--- config.mk ---
export PLATFORM = sky130hd
export DESIGN_NAME = dmem_access_ctrl
export DESIGN_NICKNAME = d
export VERILOG_FILES = /design/src/rtl/dmem_pkg.sv /design/src/rtl/dmem_lane_fmt.sv /design/src/rtl/dmem_access_ctrl.sv
export SDC_FILE = /design/constraint.sdc
export NUM_CORES = 1
export LEC_CHECK = 0
export ABC_CLOCK_PERIOD_IN_PS = 5500
export CORE_AREA = 5 5 186 188
export DETAILED_ROUTE_END_ITERATION = 8
export DIE_AREA = 0 0 191 193
export DONT_BUFFER_PORTS = 1
export PLACE_DENSITY = 0.56
export SYNTH_ARGS = -nofsm -noshare
export SYNTH_HDL_FRONTEND = slang
export SYNTH_SLANG_ARGS = --single-unit
--- constraint.sdc ---
create_clock -name clk -period 5.5 [get_ports clk]
set_clock_uncertainty 0.15 [all_clocks]
set_input_delay 0.825 -clock clk [delete_from_list [all_inputs] [get_ports clk]]
set_output_delay 0.825 -clock clk [all_outputs]
set_load 0.1 [all_outputs]
--- src/rtl/dmem_pkg.sv ---
// dmem_pkg: shared definitions for the data-memory access controller.
//   - load/store format encodings (LF_*, SF_*)
//   - access FSM state type
//   - requester port identifiers (PORT_CPU / PORT_DBG)
//   - helpers returning log2 access size and alignment status
package dmem_pkg;

    localparam logic [2:0] LF_LB  = 3'b000;
    localparam logic [2:0] LF_LH  = 3'b001;
    localparam logic [2:0] LF_LW  = 3'b010;
    localparam logic [2:0] LF_LD  = 3'b011;
    localparam logic [2:0] LF_LBU = 3'b100;
    localparam logic [2:0] LF_LHU = 3'b101;
    localparam logic [2:0] LF_LWU = 3'b110;
    localparam logic [2:0] LF_ILL = 3'b111;

    localparam logic [1:0] SF_SB = 2'b00;
    localparam logic [1:0] SF_SH = 2'b01;
    localparam logic [1:0] SF_SW = 2'b10;
    localparam logic [1:0] SF_SD = 2'b11;

    localparam logic PORT_CPU = 1'b0;
    localparam logic PORT_DBG = 1'b1;

    typedef enum logic [1:0] {
        IDLE   = 2'd0,
        ACC_LO = 2'd1,
        ACC_HI = 2'd2,
        CAPT   = 2'd3
    } state_t;

    // log2 of the access size in bytes (0=byte .. 3=doubleword)
    function automatic logic [1:0] access_size(input logic we, input logic [2:0] lf,
                                               input logic [1:0] sf);
        logic [1:0] sz;
        if (we) begin
            sz = sf;
        end else begin
            case (lf)
                LF_LB, LF_LBU: sz = 2'd0;
                LF_LH, LF_LHU: sz = 2'd1;
                LF_LW, LF_LWU: sz = 2'd2;
                LF_LD:         sz = 2'd3;
                default:       sz = 2'd0;
            endcase
        end
        return sz;
    endfunction

    // natural alignment check on the low address bits
    function automatic logic is_misaligned(input logic [1:0] sz, input logic [2:0] a);
        logic mis;
        case (sz)
            2'd0:    mis = 1'b0;
            2'd1:    mis = a[0];
            2'd2:    mis = |a[1:0];
            2'd3:    mis = |a[2:0];
            default: mis = 1'b0;
        endcase
        return mis;
    endfunction

endpackage

--- src/rtl/dmem_lane_fmt.sv ---
// dmem_lane_fmt: combinational lane formatter.
//   Store side: st_format/st_offset/st_data -> st_be (byte enables), st_lanes (replicated data)
//   Load side : ld_format/ld_offset/ld_word (current SRAM word)/ld_lo (captured low word)
//               -> ld_data, little-endian extract with sign/zero extension to 64 bits
module dmem_lane_fmt
    import dmem_pkg::*;
(
    input  logic [1:0]  st_format,
    input  logic [1:0]  st_offset,
    input  logic [31:0] st_data,
    output logic [3:0]  st_be,
    output logic [31:0] st_lanes,
    input  logic [2:0]  ld_format,
    input  logic [1:0]  ld_offset,
    input  logic [31:0] ld_word,
    input  logic [31:0] ld_lo,
    output logic [63:0] ld_data
);

    logic [31:0] shifted_s;

    // Store byte enables and lane replication
    always_comb begin
        st_be    = 4'b0000;
        st_lanes = 32'h0000_0000;
        case (st_format)
            SF_SB: begin
                st_be    = 4'b0001 << st_offset;
                st_lanes = {4{st_data[7:0]}};
            end
            SF_SH: begin
                st_be    = 4'b0011 << {st_offset[1], 1'b0};
                st_lanes = {2{st_data[15:0]}};
            end
            SF_SW, SF_SD: begin
                st_be    = 4'b1111;
                st_lanes = st_data;
            end
            default: begin
                st_be    = 4'b0000;
                st_lanes = 32'h0000_0000;
            end
        endcase
    end

    // Load extract: shift the addressed lane down to bit 0, then extend
    always_comb begin
        shifted_s = ld_word >> {ld_offset, 3'b000};
        ld_data   = 64'h0;
        case (ld_format)
            LF_LB:   ld_data = {{56{shifted_s[7]}}, shifted_s[7:0]};
            LF_LH:   ld_data = {{48{shifted_s[15]}}, shifted_s[15:0]};
            LF_LW:   ld_data = {{32{shifted_s[31]}}, shifted_s};
            LF_LD:   ld_data = {ld_word, ld_lo};
            LF_LBU:  ld_data = {56'h0, shifted_s[7:0]};
            LF_LHU:  ld_data = {48'h0, shifted_s[15:0]};
            LF_LWU:  ld_data = {32'h0, shifted_s};
            default: ld_data = 64'h0;
        endcase
    end

endmodule

--- src/rtl/dmem_access_ctrl.sv ---
// dmem_access_ctrl: shares one single-port 32-bit byte-enabled SRAM between a CPU
// MEM-stage port (cpu_*) and a debug/loader port (dbg_*).
//   cpu_/dbg_ req_valid/ready/we/load_format/store_format/addr/wdata : request side
//   cpu_/dbg_ rsp_valid/rsp_err/rdata                               : response side
//   mem_en/we/be/addr/wdata, mem_rdata                             : SRAM interface
// Checks range/alignment/format at acceptance, splits doublewords into two beats,
// extends load data and returns one response pulse per accepted request.
// Optional macro DMEM_RR_ARB_EN: round-robin arbitration instead of CPU priority.
module dmem_access_ctrl
    import dmem_pkg::*;
#(
    parameter int ADDR_W = 12
) (
    input  logic              clk,
    input  logic              reset_n,
    input  logic              cpu_req_valid,
    output logic              cpu_req_ready,
    input  logic              cpu_we,
    input  logic [2:0]        cpu_load_format,
    input  logic [1:0]        cpu_store_format,
    input  logic [63:0]       cpu_addr,
    input  logic [63:0]       cpu_wdata,
    output logic              cpu_rsp_valid,
    output logic              cpu_rsp_err,
    output logic [63:0]       cpu_rdata,
    input  logic              dbg_req_valid,
    output logic              dbg_req_ready,
    input  logic              dbg_we,
    input  logic [2:0]        dbg_load_format,
    input  logic [1:0]        dbg_store_format,
    input  logic [63:0]       dbg_addr,
    input  logic [63:0]       dbg_wdata,
    output logic              dbg_rsp_valid,
    output logic              dbg_rsp_err,
    output logic [63:0]       dbg_rdata,
    output logic              mem_en,
    output logic              mem_we,
    output logic [3:0]        mem_be,
    output logic [ADDR_W-3:0] mem_addr,
    output logic [31:0]       mem_wdata,
    input  logic [31:0]       mem_rdata
);

    state_t        state_r;
    logic          owner_r;
    logic          req_we_r;
    logic [2:0]    req_lf_r;
    logic [1:0]    req_off_r;
    logic          req_double_r;
    logic [31:0]   req_hi_r;
    logic [31:0]   lo_r;
`ifdef DMEM_RR_ARB_EN
    logic          last_r;
`endif

    logic          grant_cpu_s, grant_dbg_s, sel_dbg_s, accept_s;
    logic          req_we_s;
    logic [2:0]    req_lf_s;
    logic [1:0]    req_sf_s;
    logic [63:0]   req_addr_s;
    logic [63:0]   req_wdata_s;
    logic [1:0]    req_size_s;
    logic          req_err_s;
    logic [3:0]    st_be_s;
    logic [31:0]   st_lanes_s;
    logic [63:0]   ld_data_s;

    // Arbitration: decide which valid port may hand over a request
    always_comb begin
        grant_cpu_s = 1'b0;
        grant_dbg_s = 1'b0;
`ifdef DMEM_RR_ARB_EN
        if (cpu_req_valid && dbg_req_valid) begin
            grant_dbg_s = (last_r == PORT_CPU);
            grant_cpu_s = (last_r == PORT_DBG);
        end else begin
            grant_cpu_s = cpu_req_valid;
            grant_dbg_s = dbg_req_valid;
        end
`else
        grant_cpu_s = cpu_req_valid;
        grant_dbg_s = !cpu_req_valid && dbg_req_valid;
`endif
    end

    // Ready is only offered in IDLE; reset_n gating keeps it low while in reset
    assign cpu_req_ready = reset_n && (state_r == IDLE) && grant_cpu_s;
    assign dbg_req_ready = reset_n && (state_r == IDLE) && grant_dbg_s;
    assign accept_s      = cpu_req_ready || dbg_req_ready;
    assign sel_dbg_s     = grant_dbg_s;

    // Request mux and acceptance-time error check (format, range, alignment)
    always_comb begin
        req_we_s    = cpu_we;
        req_lf_s    = cpu_load_format;
        req_sf_s    = cpu_store_format;
        req_addr_s  = cpu_addr;
        req_wdata_s = cpu_wdata;
        if (sel_dbg_s) begin
            req_we_s    = dbg_we;
            req_lf_s    = dbg_load_format;
            req_sf_s    = dbg_store_format;
            req_addr_s  = dbg_addr;
            req_wdata_s = dbg_wdata;
        end else begin
            req_we_s    = cpu_we;
        end
        req_size_s = access_size(req_we_s, req_lf_s, req_sf_s);
        req_err_s  = (!req_we_s && (req_lf_s == LF_ILL))
                   || (|req_addr_s[63:ADDR_W])
                   || is_misaligned(req_size_s, req_addr_s[2:0]);
    end

    dmem_lane_fmt u_lane_fmt (
        .st_format (req_sf_s),
        .st_offset (req_addr_s[1:0]),
        .st_data   (req_wdata_s[31:0]),
        .st_be     (st_be_s),
        .st_lanes  (st_lanes_s),
        .ld_format (req_lf_r),
        .ld_offset (req_off_r),
        .ld_word   (mem_rdata),
        .ld_lo     (lo_r),
        .ld_data   (ld_data_s)
    );

    // Access FSM with registered SRAM strobes and responses
    always_ff @(posedge clk or negedge reset_n) begin
        if (!reset_n) begin
            state_r       <= IDLE;
            owner_r       <= PORT_CPU;
            req_we_r      <= 1'b0;
            req_lf_r      <= 3'b000;
            req_off_r     <= 2'b00;
            req_double_r  <= 1'b0;
            req_hi_r      <= 32'h0;
            lo_r          <= 32'h0;
            cpu_rsp_valid <= 1'b0;
            cpu_rsp_err   <= 1'b0;
            cpu_rdata     <= 64'h0;
            dbg_rsp_valid <= 1'b0;
            dbg_rsp_err   <= 1'b0;
            dbg_rdata     <= 64'h0;
            mem_en        <= 1'b0;
            mem_we        <= 1'b0;
            mem_be        <= 4'b0000;
            mem_addr      <= '0;
            mem_wdata     <= 32'h0;
`ifdef DMEM_RR_ARB_EN
            last_r        <= PORT_DBG;
`endif
        end else begin
            cpu_rsp_valid <= 1'b0;
            dbg_rsp_valid <= 1'b0;
            case (state_r)
                IDLE: begin
                    if (accept_s) begin
                        owner_r      <= sel_dbg_s;
                        req_we_r     <= req_we_s;
                        req_lf_r     <= req_lf_s;
                        req_off_r    <= req_addr_s[1:0];
                        req_double_r <= (req_size_s == 2'd3);
                        req_hi_r     <= req_wdata_s[63:32];
`ifdef DMEM_RR_ARB_EN
                        last_r       <= sel_dbg_s;
`endif
                        if (req_err_s) begin
                            // rejected requests answer next cycle without touching SRAM
                            if (sel_dbg_s) begin
                                dbg_rsp_valid <= 1'b1;
                                dbg_rsp_err   <= 1'b1;
                                dbg_rdata     <= 64'h0;
                            end else begin
                                cpu_rsp_valid <= 1'b1;
                                cpu_rsp_err   <= 1'b1;
                                cpu_rdata     <= 64'h0;
                            end
                        end else begin
                            state_r   <= ACC_LO;
                            mem_en    <= 1'b1;
                            mem_we    <= req_we_s;
                            mem_be    <= req_we_s ? st_be_s : 4'b1111;
                            mem_addr  <= req_addr_s[ADDR_W-1:2];
                            mem_wdata <= req_we_s ? st_lanes_s : 32'h0;
                        end
                    end
                end
                ACC_LO: begin
                    if (req_double_r) begin
                        state_r   <= ACC_HI;
                        mem_addr  <= mem_addr + {{(ADDR_W-3){1'b0}}, 1'b1};
                        mem_be    <= 4'b1111;
                        mem_wdata <= req_we_r ? req_hi_r : 32'h0;
                    end else begin
                        state_r   <= CAPT;
                        mem_en    <= 1'b0;
                        mem_we    <= 1'b0;
                        mem_be    <= 4'b0000;
                        mem_wdata <= 32'h0;
                    end
                end
                ACC_HI: begin
                    // the low word of a doubleword read arrives now
                    lo_r      <= mem_rdata;
                    state_r   <= CAPT;
                    mem_en    <= 1'b0;
                    mem_we    <= 1'b0;
                    mem_be    <= 4'b0000;
                    mem_wdata <= 32'h0;
                end
                CAPT: begin
                    state_r <= IDLE;
                    if (owner_r == PORT_DBG) begin
                        dbg_rsp_valid <= 1'b1;
                        dbg_rsp_err   <= 1'b0;
                        dbg_rdata     <= req_we_r ? 64'h0 : ld_data_s;
                    end else begin
                        cpu_rsp_valid <= 1'b1;
                        cpu_rsp_err   <= 1'b0;
                        cpu_rdata     <= req_we_r ? 64'h0 : ld_data_s;
                    end
                end
                default: begin
                    state_r <= IDLE;
                    mem_en  <= 1'b0;
                    mem_we  <= 1'b0;
                end
            endcase
        end
    end

endmodule

==> results.md, run 1 <==
* Status: finished with violations
* Failing checks: negative hold slack
* PD cells at 308.2 nW/um^2
* Setup WS post-layout at 1.779 ns
* Clock transition at the registers of the reported paths at 0.06 ns
* GR Util All Layers at 23.40%
* Leak at approximately 6.4 nW
* Count of cell types in the netlist at 54
* Worst path arrival time at 4.02 ns
* Crit path required time at 5.80 ns
* Top-count cell post-synth: dfrtp_1
* Register area share after synthesis at between 40% and 50%
* Drt first pass iters at 5
* MaxCap Viol Count at 0
* Most used DFF post-synth: dfrtp_1
* Clock sinks at ~250
* Worst vdd ir at 0.0002552 V
* Crit path kind: flip-flop to flip-flop
* Max FO, Critical Path at 31
* Initial Util at 39.46%
* Final wirelength at 45,370 um
* Routed len/inst at ~26 um
* Worst-Skew Late Latency at roughly 0.57 ns
* DIE HEIGHT at 193 um
* Syn nets at 1,625
* Clock power frac at between 40% and 50%
* Routed via count at 10,193
* Yosys top cell area share at between 40% and 50%
* Max-slew violations at 0
* Asr flop ratio synth at 100.0%
* CP Capture Type: flip-flop
* Clock period minus worst slack at 3.721 ns
* H-tree levels at 1
* Nets at 1,570
* Switching Share at 26.16%
* Final Hold Fails at 127
* Area leader, netlist: dfrtp_1
* Net switching power figure at about 1.2 mW
* Die W at 191 um
* CTS root buf: clkbuf_16
* Die ar. at between 30,000 and 40,000 um^2
* Cells after synthesis at 1,315
* CTS tree: yes
* IO buf count at 0
* Area Overhead vs Synth at 10.33%
* Seq pwr share at 45.0%
* Internal at 3.264 mW
* Layout cells sized above 1 at 19.33%
* CP startpoint kind: flip-flop
* Fmax at 0.2687 GHz
* RSZ-0062 raised after global routing: no
* Post-synth EDFFs at 0
* Synth Register Bits at between 200 and 300
* First-pass GRT wire length at 66,560 um
* Core area at between 30,000 and 40,000 um^2
* Final hold slack at -0.1803 ns
* R2r worst-path depth at 10
* Worst-Margin Slew at 1.173 ns
* Cts bufs inserted at 29
* Largest net degree at the start of global routing at 257
* Mapped Avg Cell Area at between 9 and 10 um^2
* # DRC at 0
* Final period utilization at about two thirds
* IO Pins at 486
* Finish-stage setup viols at 0
* Slew HR at 21.79%
* Initial antenna violation count at 2
* Ranking of synthesized cells by area: dfrtp_1 49%, mux2_2 14%, nand2_1 5.8%
* Antenna Violating Nets Remaining at 0
* Vias in the first global route at just over 10,000
* GP Congestion at about 0.84
* Avg Vias per Cell at 5.882
* Setup TNS at 0 ns
* HP Class: input pin to async pin
* Detail Placement HPWL at 33,070 um
* Clk buf depth at 3
* PostCTS Resize Cnt at 0
* Global route total overflow at 0
* Synthesized cell area at around 13,000 um^2
* Post-synth top cells: 254 x dfrtp_1, 200 x nand2_1, 165 x mux2_2
* Dpl ws at about 1.1 ns
* DR iter-0 viols at 681
* Total number of yosys warnings at 0
* Combinational power share at 9.4%
* Row cnt at 67
[power groups by stage]
stage / Sequential [mW] / Combinational, mW / Clock [mW]
2_1_floorplan: 1.99 / 0.336 / 0
3_3_place_gp: 2.02 / 0.408 / 0
3_5_place_dp: 2.02 / 0.412 / 0
4_1_cts: 1.99 / 0.413 / 2.07
5_1_grt: 1.99 / 0.460 / 2.14
6_report: 1.99 / 0.414 / 2.02
[state kept, by name (all words and copies together), names as in the netlist, 3 cells and up]
name,count
cpu_rdata,64
dbg_rdata,64
lo_r,32
mem_addr,10
mem_be,4
mem_wdata,32
req_hi_r,32
req_lf_r,3
[path summary, 6_finish.rpt]
| check | from | end | slack [ns] |
|---|---|---|---|
| min in group clk | mem_rdata[15] | lo_r[15] | 0.23 |
| worst min register to register | lo_r[1] | lo_r[1] | 0.35 |
| max in group asynchronous | reset_n | mem_wdata[28] | 4.48 |
| worst max-delay path | req_off_r[1] | dbg_rdata[53] | 1.78 |
| worst max register to register | req_off_r[1] | dbg_rdata[53] | 1.78 |
| worst min-delay path | reset_n | req_hi_r[17] | -0.18 |
[area by class of cell]
type                    count  area (um^2)
well taps                 448        560.5
clock inverters            16        182.7
fillers                  3216        18600
flip-flops and latches    254         6356
inverters                  11        41.29
clock buffers              38        819.5
diodes                      2        5.005
repair buffers             17        152.6
multi-input cells         947         6223
[stage by stage]
step                      total power, mW  instances  hold slack [ns]  util [%]  instance area (um^2)
after floorplan                     2.324       1315           0.3223         -                 13000
after global placement              2.429       1677           0.3312     40.47                 13330
after detailed placement            2.435       1677           0.3405     40.47                 13330
after CTS                           4.467       1731          -0.2112     43.52                 14340
after global routing                4.588       1733          -0.2132     43.53                 14340
final                               4.421       1733          -0.1803     43.53                 14340
[routing by layer]
metal | routed length [um] | track usage, % | vias up
met5 | 0 | 0 | -
met4 | 1192 | 6.326 | 0
met3 | 4164 | 6.608 | 68
met2 | 21340 | 38.08 | 463
met1 | 18680 | 30.99 | 5048
li1 | - | - | 4614
[repair_timing]
| item | 4_1_cts | 5_1_grt |
|---|---|---|
| buffers inserted | 0 | 0 |
| hold endpoints to repair | 254 | 254 |
| endpoints found under the setup margin | 0 | 0 |
[critical path, cell delays in order (launching register included)]
cell,delay (ns)
dfrtp_1,0.75
buf_4,0.33
mux2i_1,0.21
nor2_1,0.05
a21oi_1,0.20
or2_2,0.16
a211o_1,0.51
o21a_1,0.26
buf_4,0.35
a21oi_1,0.26
mux2_2,0.36
[placed cells by master (no fill, tap or decap), types with 6 or more instances in the layout]
cell,count
clkbuf_8,6
clkbuf_16,29
clkinv_2,8
inv_1,11
a31oi_1,42
o31ai_1,12
o211ai_1,8
mux2i_1,48
a32oi_1,16
mux2_2,165
a22oi_1,17
o21ai_0,87
a211oi_1,8
nor2b_1,11
nor4_1,24
nand3_1,25
nor3b_1,7
buf_4,15
dfrtp_1,254
nor2_1,80
nand2_1,199
a21oi_1,128
and3_1,7
[cell families after synthesis]
logic type                 share of synthesized area, %
and+or+nand+nor                                   13.38
AOI/OAI and AO/OA                                 15.30
DFF                                               48.90
muxes                                             18.17
buffers and inverters                             3.600
adders and majority gates                        0.5775
xor gates and xnor gates                        0.06739
Power figures use the tool's default switching activity.
==> run 2: changes to the inputs <==
Settings changed: ABC_CLOCK_PERIOD_IN_PS 5500 to 3300, CORE_AREA 5 5 186 188 to 5 5 185 187, DIE_AREA 0 0 191 193 to 0 0 190 192, PLACE_DENSITY 0.56 to 0.59.
Clock period 5.5 ns to 3.3 ns, I/O delays scaled along.
==> run 2 against run 1 <==
Effect of this change: the run still ends with negative hold slack left; die area is 1.0% lower; register-to-register slack worse by 1.5 ns; via count is 8.8% higher; sequential power rose by 65%; core utilization rose by 5.2 points; clock-buffer cell count decreased by 1.
==> results.md, run 2 (synthesized netlist as in run 1, its figures left out) <==
* Clock period minus worst slack at 2.985 ns
* CTS root buf: clkbuf_16
* Cts bufs inserted at 29
* Max-slew violations at 0
* Post-CTS Setup Inserts at 0
* Final Hold Fails at 254
* Clock transition at the registers of the reported paths at 0.06 ns
* Final period utilization at 90.46%
* Area Overhead vs Synth at 20.97%
* Buf/Inv on CP at 3
* HP Class: input pin to async pin
* Worst path arrival time at between 3 and 4 ns
* Worst-Skew Late Latency at 0.57 ns
* Initial antenna violation count at 6
* Largest net degree at the start of global routing at 257
* Final wirelength at around 48,000 um
* WP depth at 8
* Routed via count at 11,095
* Highest routed layer: met5
* Most frequent cells in the layout: 254 x dfrtp_1, 199 x nand2_1, 165 x mux2_2, 128 x a21oi_1, 99 x dlygate4sd3_1
* Core area at 32,290 um^2
* Finish-stage setup viols at 0
* Total power at 7.427 mW
* Status: finished with violations
* Critical path's top delay family: buffers and inverters
* Layout cells sized above 1 at 21.05%
* Nets at 1,723
* Max FO, Critical Path at 76
* Clock sinks at 254
* Worst-Margin Slew at 1.056 ns
* Multi-input logic area at 6223 um^2
* Critical-path cell with the highest stage delay: dlygate4sd3_1
* MaxCap Viol Count at 0
* DR iter-0 viols at 896
* Detail Placement HPWL at 34,980 um
* Global route total overflow at 0
* Crit-path max cell delay at between 0.5 and 0.6 ns
* Vias in the first global route at ~11,000
* RSZ-0062 raised after global routing: no
* Met1 Routed Length at ~20,000 um
* Fillers at 2,955
* Antenna Violating Nets Remaining at 0
* Reg area at ~6400 um^2
* # DRC at 0
* GP Congestion at 0.9458
* Leak at 7.075 nW
* R2r worst-path depth at 8
* Avg Vias per Cell at ~5.9
* CTS tree: yes
* Largest regs: cpu_rdata: 64 flops, dbg_rdata: 64 flops
* Worst vdd ir at 0.0003638 V
* GR Util All Layers at roughly a quarter
* Routed len/inst at 25.74 um
* H-tree levels at 1
* Die W at 190 um
* IO Pins at between 400 and 500
* Slew HR at 29.58%
* DIE HEIGHT at roughly 190 um
* IO buf count at 0
* DR WL met3 at 5444 um
* Clk buf depth at 3
* Crit path kind: flip-flop to flip-flop
* Post-cts hold buffer count at between 90 and 100
* Critical Path, Cell by Cell: inv_1, ha_1, nand3_1, nand2_4, buf_12, nor2_1, a31oi_1, dlygate4sd3_1
* Crit path required time at 3.64 ns
* PD cells at 472.3 nW/um^2
* CP startpoint kind: flip-flop
* Drt first pass iters at 5
* CP Capture Type: flip-flop
* Die ar. at 36,480 um^2
* Setup TNS at 0 ns
* Met2 Wirelength at 21,730 um
* Final hold slack at -0.5194 ns
* First-pass GRT wire length at 71,420 um
* PostCTS Resize Cnt at 0
* Initial Util at 40.26%
* Most common cell after layout, fill and taps aside: dfrtp_1
* Fmax at 0.3350 GHz
* Row cnt at 66
* Failing checks: negative hold slack
==> run 2: through the flow <==
step           utilization, %  instances  worst slack (ns)  cell area, um^2  hold slack, ns
2_1_floorplan               -       1315            0.2991            13000         0.04941
3_3_place_gp            42.68       1725          -0.06053            13780         0.05978
3_5_place_dp            42.68       1725          -0.06329            13780         0.05628
4_1_cts                 48.69       1877            0.2479            15720         -0.5503
5_1_grt                 48.70       1878            0.1293            15730         -0.5457
6_report                48.70       1878            0.3147            15730         -0.5194
==> run 2: path summary, 6_finish.rpt <==
path                             start            end  slack [ns]
max in group asynchronous      reset_n   mem_wdata[6]        3.19
hold reg to reg                lo_r[2]        lo_r[2]        0.35
min in group clk           dbg_addr[9]    mem_addr[7]        0.04
hold / removal                 reset_n  cpu_rdata[26]       -0.52
setup reg to reg            state_r[0]    req_hi_r[7]        0.31
setup / recovery            state_r[0]    req_hi_r[7]        0.31
==> run 2: layer usage <==
metal,vias to the layer above,track usage [%]
li1,4915,-
met4,10,7.373
met5,-,0
met2,535,39.02
met3,116,10.91
met1,5519,32.52
==> run 2: cell type report <==
type	count	area share, %
Tap cell	442	3.517
Inverter	11	0.2626
Clock inverter	16	0.8514
Timing Repair Buffer	170	10.17
Antenna cell	1	0.01591
Sequential cell	254	40.42
Multi-Input combinational cell	947	39.58
Clock buffer	37	5.188
==> run 2: power by group <==
| group | switching, mW | total, mW | internal, mW |
|---|---|---|---|
| Sequential | 0.0927 | 3.29 | 3.19 |
| Clock | 1.37 | 3.20 | 1.83 |
| Combinational | 0.518 | 0.943 | 0.425 |
==> run 3: changes to the inputs <==
Settings changed: SLEW_MARGIN set to 15.
==> results of run 3 <==
No change in the layout: final DEF, timing and power equal those of run 2.
==> RTL edit 1, RTL diff (config.mk and constraints of run 3) <==
The 4 states of `state_t` get a one-hot encoding in 4 bits.
--- a/src/rtl/dmem_pkg.sv
+++ b/src/rtl/dmem_pkg.sv
@@ -24,7 +24,7 @@
 
-    typedef enum logic [1:0] {
-        IDLE   = 2'd0,
-        ACC_LO = 2'd1,
-        ACC_HI = 2'd2,
-        CAPT   = 2'd3
+    typedef enum logic [3:0] {
+        IDLE   = 4'b0001,
+        ACC_LO = 4'b0010,
+        ACC_HI = 4'b0100,
+        CAPT   = 4'b1000
     } state_t;
Check against the original RTL: same outputs for any inputs over 4 cycles, from zero or initial values and one cycle with reset_n low; so few cycles prove little.
==> RTL edit 1 against run 3 <==
  * The run still ends with negative hold slack left
  * Die area is the same
  * First-iteration DRC count shrank 14%
  * Sequential share of layout area shrank 0.50 points
  * Sequential cell count grew 2
  * Wire length shrank 4.6%
  * Non-clock buffer count grew 2
  * Final area grew 2.1%
  * Worst setup slack lost 0.028 ns
  * Global-route usage shrank 1.1 points
  * Area after synthesis grew 1.8%
  * Power grew 4.0%
  * Critical path type is now reg -> out
  * Largest cell class unchanged
  * Largest power group is now the clock network
==> RTL edit 1: results (changes against run 3) <==
Worst-Skew Late Latency: 0.55 ns (was 0.57 ns)
Pwr Total: 7.72 mW (was 7.43 mW)
Final Hold Fails: 256 (was 254)
Worst slew margin: 28.5% (was 29.6%)
sequential power share: 42.8% (was 44.3%)
Commonest cells post-synth: dfrtp_1, nand2_1, mux2_2 (unchanged)
first-pass GRT wire length: 68700 um (was 71400 um)
Slowest cell on crit path: dfstp_2 (was dlygate4sd3_1)
mux contribution to synthesized area: 22.7% (was 18.2%)
maximum VDD drop: 0.441 mV (was 0.364 mV)
Reg area: 6410 um^2 (was 6360 um^2)
gr usage total: 24.2% (was 25.3%)
number of clock buffers in the layout: 39 (was 37)
Signal inverters: 8 (was 11)
Critical Path AT: 2.37 ns (was 3.32 ns)
Seq/Total Area, Yosys: 48.4% (was 48.9%)
WL/cell: 25.2 um (was 25.7 um)
clock sinks: 256 (was 254)
layout cell share with drive strength beyond 1: 25.0% (was 21.0%)
failing checks: negative hold slack (unchanged)
leading post-synthesis cells by cell area: dfrtp_1, mux2_2, nand2_1, mux2_4, mux2i_1 (was dfrtp_1, mux2_2, nand2_1, a21oi_1, mux2i_1)
xor-xnor portion of the synthesized cell area: 0.0662% (was 0.0674%)
multi-input gate count: 898 (was 947)
syn_area_per_cell: 10.6 um^2 (was 9.88 um^2)
Hold Slack: -0.506 ns (was -0.519 ns)
status: finished with violations (unchanged)
Final HPWL DP: 33400 um (was 35000 um)
clk cell area share: 6.36% (was 6.04%)
vias in the first global route: 10900 (was 11200)
Gate power share: 12.2% (was 12.7%)
final core utilization: 49.7% (was 48.7%)
Vias/cell: 5.82 (was 5.91)
crit-path max FO: 5 (was 76)
Net Switching: 1.90 mW (was 1.98 mW)
-- RTL edit 1: cell count changes after synthesis, sizes merged, moves of 12 or more --
cell | run 3 | this run
nor2 | 81 | 69
nand2 | 200 | 232
a32o | 0 | 16
mux2 | 165 | 207
clkbuf | 75 | 58
o21ai | 91 | 49
a21oi | 128 | 76
a32oi | 16 | 0
o31ai | 12 | 0
-- RTL edit 1: per-layer routing --
| metal | track usage [%] | part of all wire [%] |
|---|---|---|
| met4 | 5.54 | 2.4 |
| met5 | 1.79 | 0.089 |
| met2 | 36.4 | 44 |
| met1 | 32.0 | 42 |
| met3 | 11.1 | 12 |
-- RTL edit 1: worst register-to-register path: stages (launching register included) --
cell and delay (ns):
dfstp_2 0.57, nor4b_2 0.35, buf_4 0.19, nand3_1 0.23
nand2_2 0.25, buf_12 0.32, nor2_1 0.14, a31oi_1 0.16
dlygate4sd3_1 0.57
-- RTL edit 1: kinds of logic after synthesis --
logic type | after synthesis
AND/OR/NAND/NOR | 404
multiplexers | 256
flip-flops | 256
AO/OA/AOI/OAI | 236
buffers and inverters | 97
XOR/XNOR | 1
adder cells (fa/ha/maj) | 1
-- RTL edit 1: final timing paths --
path / start / endpoint / slack (ns) / depth (start not counted)
max reg2reg: state_r[0]$_DFFE_PN1P_ / req_hi_r[3]$_DFFE_PN0P_ / 0.30 / 8
min in group clk: cpu_wdata[41] / req_hi_r[9]$_DFFE_PN0P_ / 0.07 / 2
min: reset_n / mem_addr[4]$_DFFE_PN0P_ / -0.51 / 0
max: state_r[0]$_DFFE_PN1P_ / cpu_req_ready / 0.29 / 5
min reg2reg: owner_r$_DFFE_PN0P_ / owner_r$_DFFE_PN0P_ / 0.35 / 2
max in group asynchronous: reset_n / cpu_rdata[26]$_DFFE_PN0P_ / 3.07 / 0
==> RTL edit 2, RTL diff (settings of run 3) <==
Made on the original files. Build with the macro `DMEM_RR_ARB_EN` defined.
--- a/src/rtl/dmem_access_ctrl.sv
+++ b/src/rtl/dmem_access_ctrl.sv
@@ -8,2 +8,4 @@
 // Optional macro DMEM_RR_ARB_EN: round-robin arbitration instead of CPU priority.
+`define DMEM_RR_ARB_EN
+
 module dmem_access_ctrl
Function: changed (a bounded check fails within 4 cycles, from zero or initial values and one cycle with reset_n low).
==> RTL edit 2 against run 3 <==
  * The run still ends with negative hold slack left
  * Final cell count grew 7.3%
  * Worst setup slack lost 0.048 ns
  * Final area grew 0.69%
  * Core utilization grew 0.34 points
  * Wire length grew 8.6%
  * Power grew 6.7%
  * Sequential power grew 2%
  * Area after synthesis grew 1.0%
  * Largest power group unchanged
  * Sequential cell count grew 1
  * Via count grew 8.8%
  * Critical path depth grew 1
==> RTL edit 2: results (changes against run 3) <==
status: finished with violations (unchanged)
Static Leakage: 6.80 nW (was 7.08 nW)
Reg area: 6380 um^2 (was 6360 um^2)
failing checks: negative hold slack (unchanged)
Signal buf overhead: 10.4% (was 10.2%)
leading post-synthesis cells by cell area: dfrtp_1, nand2_1, o21ai_1, a21oi_1, mux2_2 (was dfrtp_1, mux2_2, nand2_1, a21oi_1, mux2i_1)
multi-input gate count: 1077 (was 947)
initial antenna violation count: 7 (was 6)
# hold bufs at CTS: 102 (was 99)
synthesized flop and latch total: 255 (was 254)
synth unique cells: 70 (was 54)
M3 GR Usage: 6.92% (was 10.9%)
metal2 WL: 27000 um (was 21700 um)
top sig layer: met4 (was met5)
Worst slew margin: 23.4% (was 29.6%)
Power Combinational: 1.34 mW (was 0.943 mW)
WL/cell: 26.0 um (was 25.7 um)
syn_area_per_cell: 8.98 um^2 (was 9.88 um^2)
# diodes: 7 (was 1)
Commonest cells post-synth: nand2_1, dfrtp_1, nor2_1 (was dfrtp_1, nand2_1, mux2_2)
Final Hold Fails: 254 (unchanged)
Placed Cells: 1854 (was 1725)
Post-Place Worst Slack: 0.197 ns (was -0.0633 ns)
Seq/Total Area, Yosys: 48.6% (was 48.9%)
DRT Wirelength: 52500 um (was 48300 um)
Hold Slack: -0.501 ns (was -0.519 ns)
Worst-Skew Late Latency: 0.54 ns (was 0.57 ns)
Final HPWL DP: 37500 um (was 35000 um)
Vias/cell: 5.99 (was 5.91)
layout cell share with drive strength beyond 1: 12.3% (was 21.0%)
sequential power: 3.37 mW (was 3.29 mW)
largest net degree at the start of global routing: 260 (was 257)
combined area of the multi-input logic cells: 6230 um^2 (was 6220 um^2)
GPL Wtd Cong: 0.926 (was 0.946)
==> RTL edit 2: logic make-up after synthesis <==
kind of cell | after synthesis | synth area share, %
xor+xnor | 1 | 0.0667
fa+ha+maj | 6 | 0.572
compound gates | 461 | 22.1
simple gates | 535 | 18.0
buf+inv | 131 | 4.53
mux | 74 | 6.12
flops | 255 | 48.6
==> RTL edit 2: per-stage QoR <==
| stage | power [mW] | util, % | area (um^2) |
|---|---|---|---|
| after global placement | 4.50 | 42.9 | 13800 |
| after detailed placement | 4.51 | 42.9 | 13800 |
| final | 7.93 | 49.0 | 15800 |
| after CTS | 7.97 | 49.0 | 15800 |
| after floorplan | 4.21 | - | 13100 |
| after global routing | 8.22 | 49.0 | 15800 |
==> RTL edit 2: path summary, 6_finish.rpt <==
| kind | cells past startpoint | end | slack (ns) | from |
|---|---|---|---|---|
| max | 9 | req_hi_r[6]$_DFFE_PN0P_ | 0.27 | state_r[0]$_DFFE_PN0P_ |
| min | 0 | cpu_rdata[39]$_DFFE_PN0P_ | -0.50 | reset_n |
| max reg2reg | 9 | req_hi_r[6]$_DFFE_PN0P_ | 0.27 | state_r[0]$_DFFE_PN0P_ |
| min reg2reg | 1 | lo_r[2]$_DFFE_PN0N_ | 0.35 | lo_r[2]$_DFFE_PN0N_ |
| max in group asynchronous | 0 | lo_r[9]$_DFFE_PN0N_ | 2.56 | reset_n |
| min in group clk | 2 | req_hi_r[26]$_DFFE_PN0P_ | 0.06 | cpu_wdata[58] |
==> RTL edit 2: critical path: stages (launching register included) <==
cell           delay [ns]
dfrtp_1              0.42
inv_1                0.14
ha_1                 0.35
nand3_1              0.20
a21oi_4              0.30
nand2b_2             0.20
buf_12               0.28
nor2_1               0.08
a31oi_1              0.17
dlygate4sd3_1        0.60
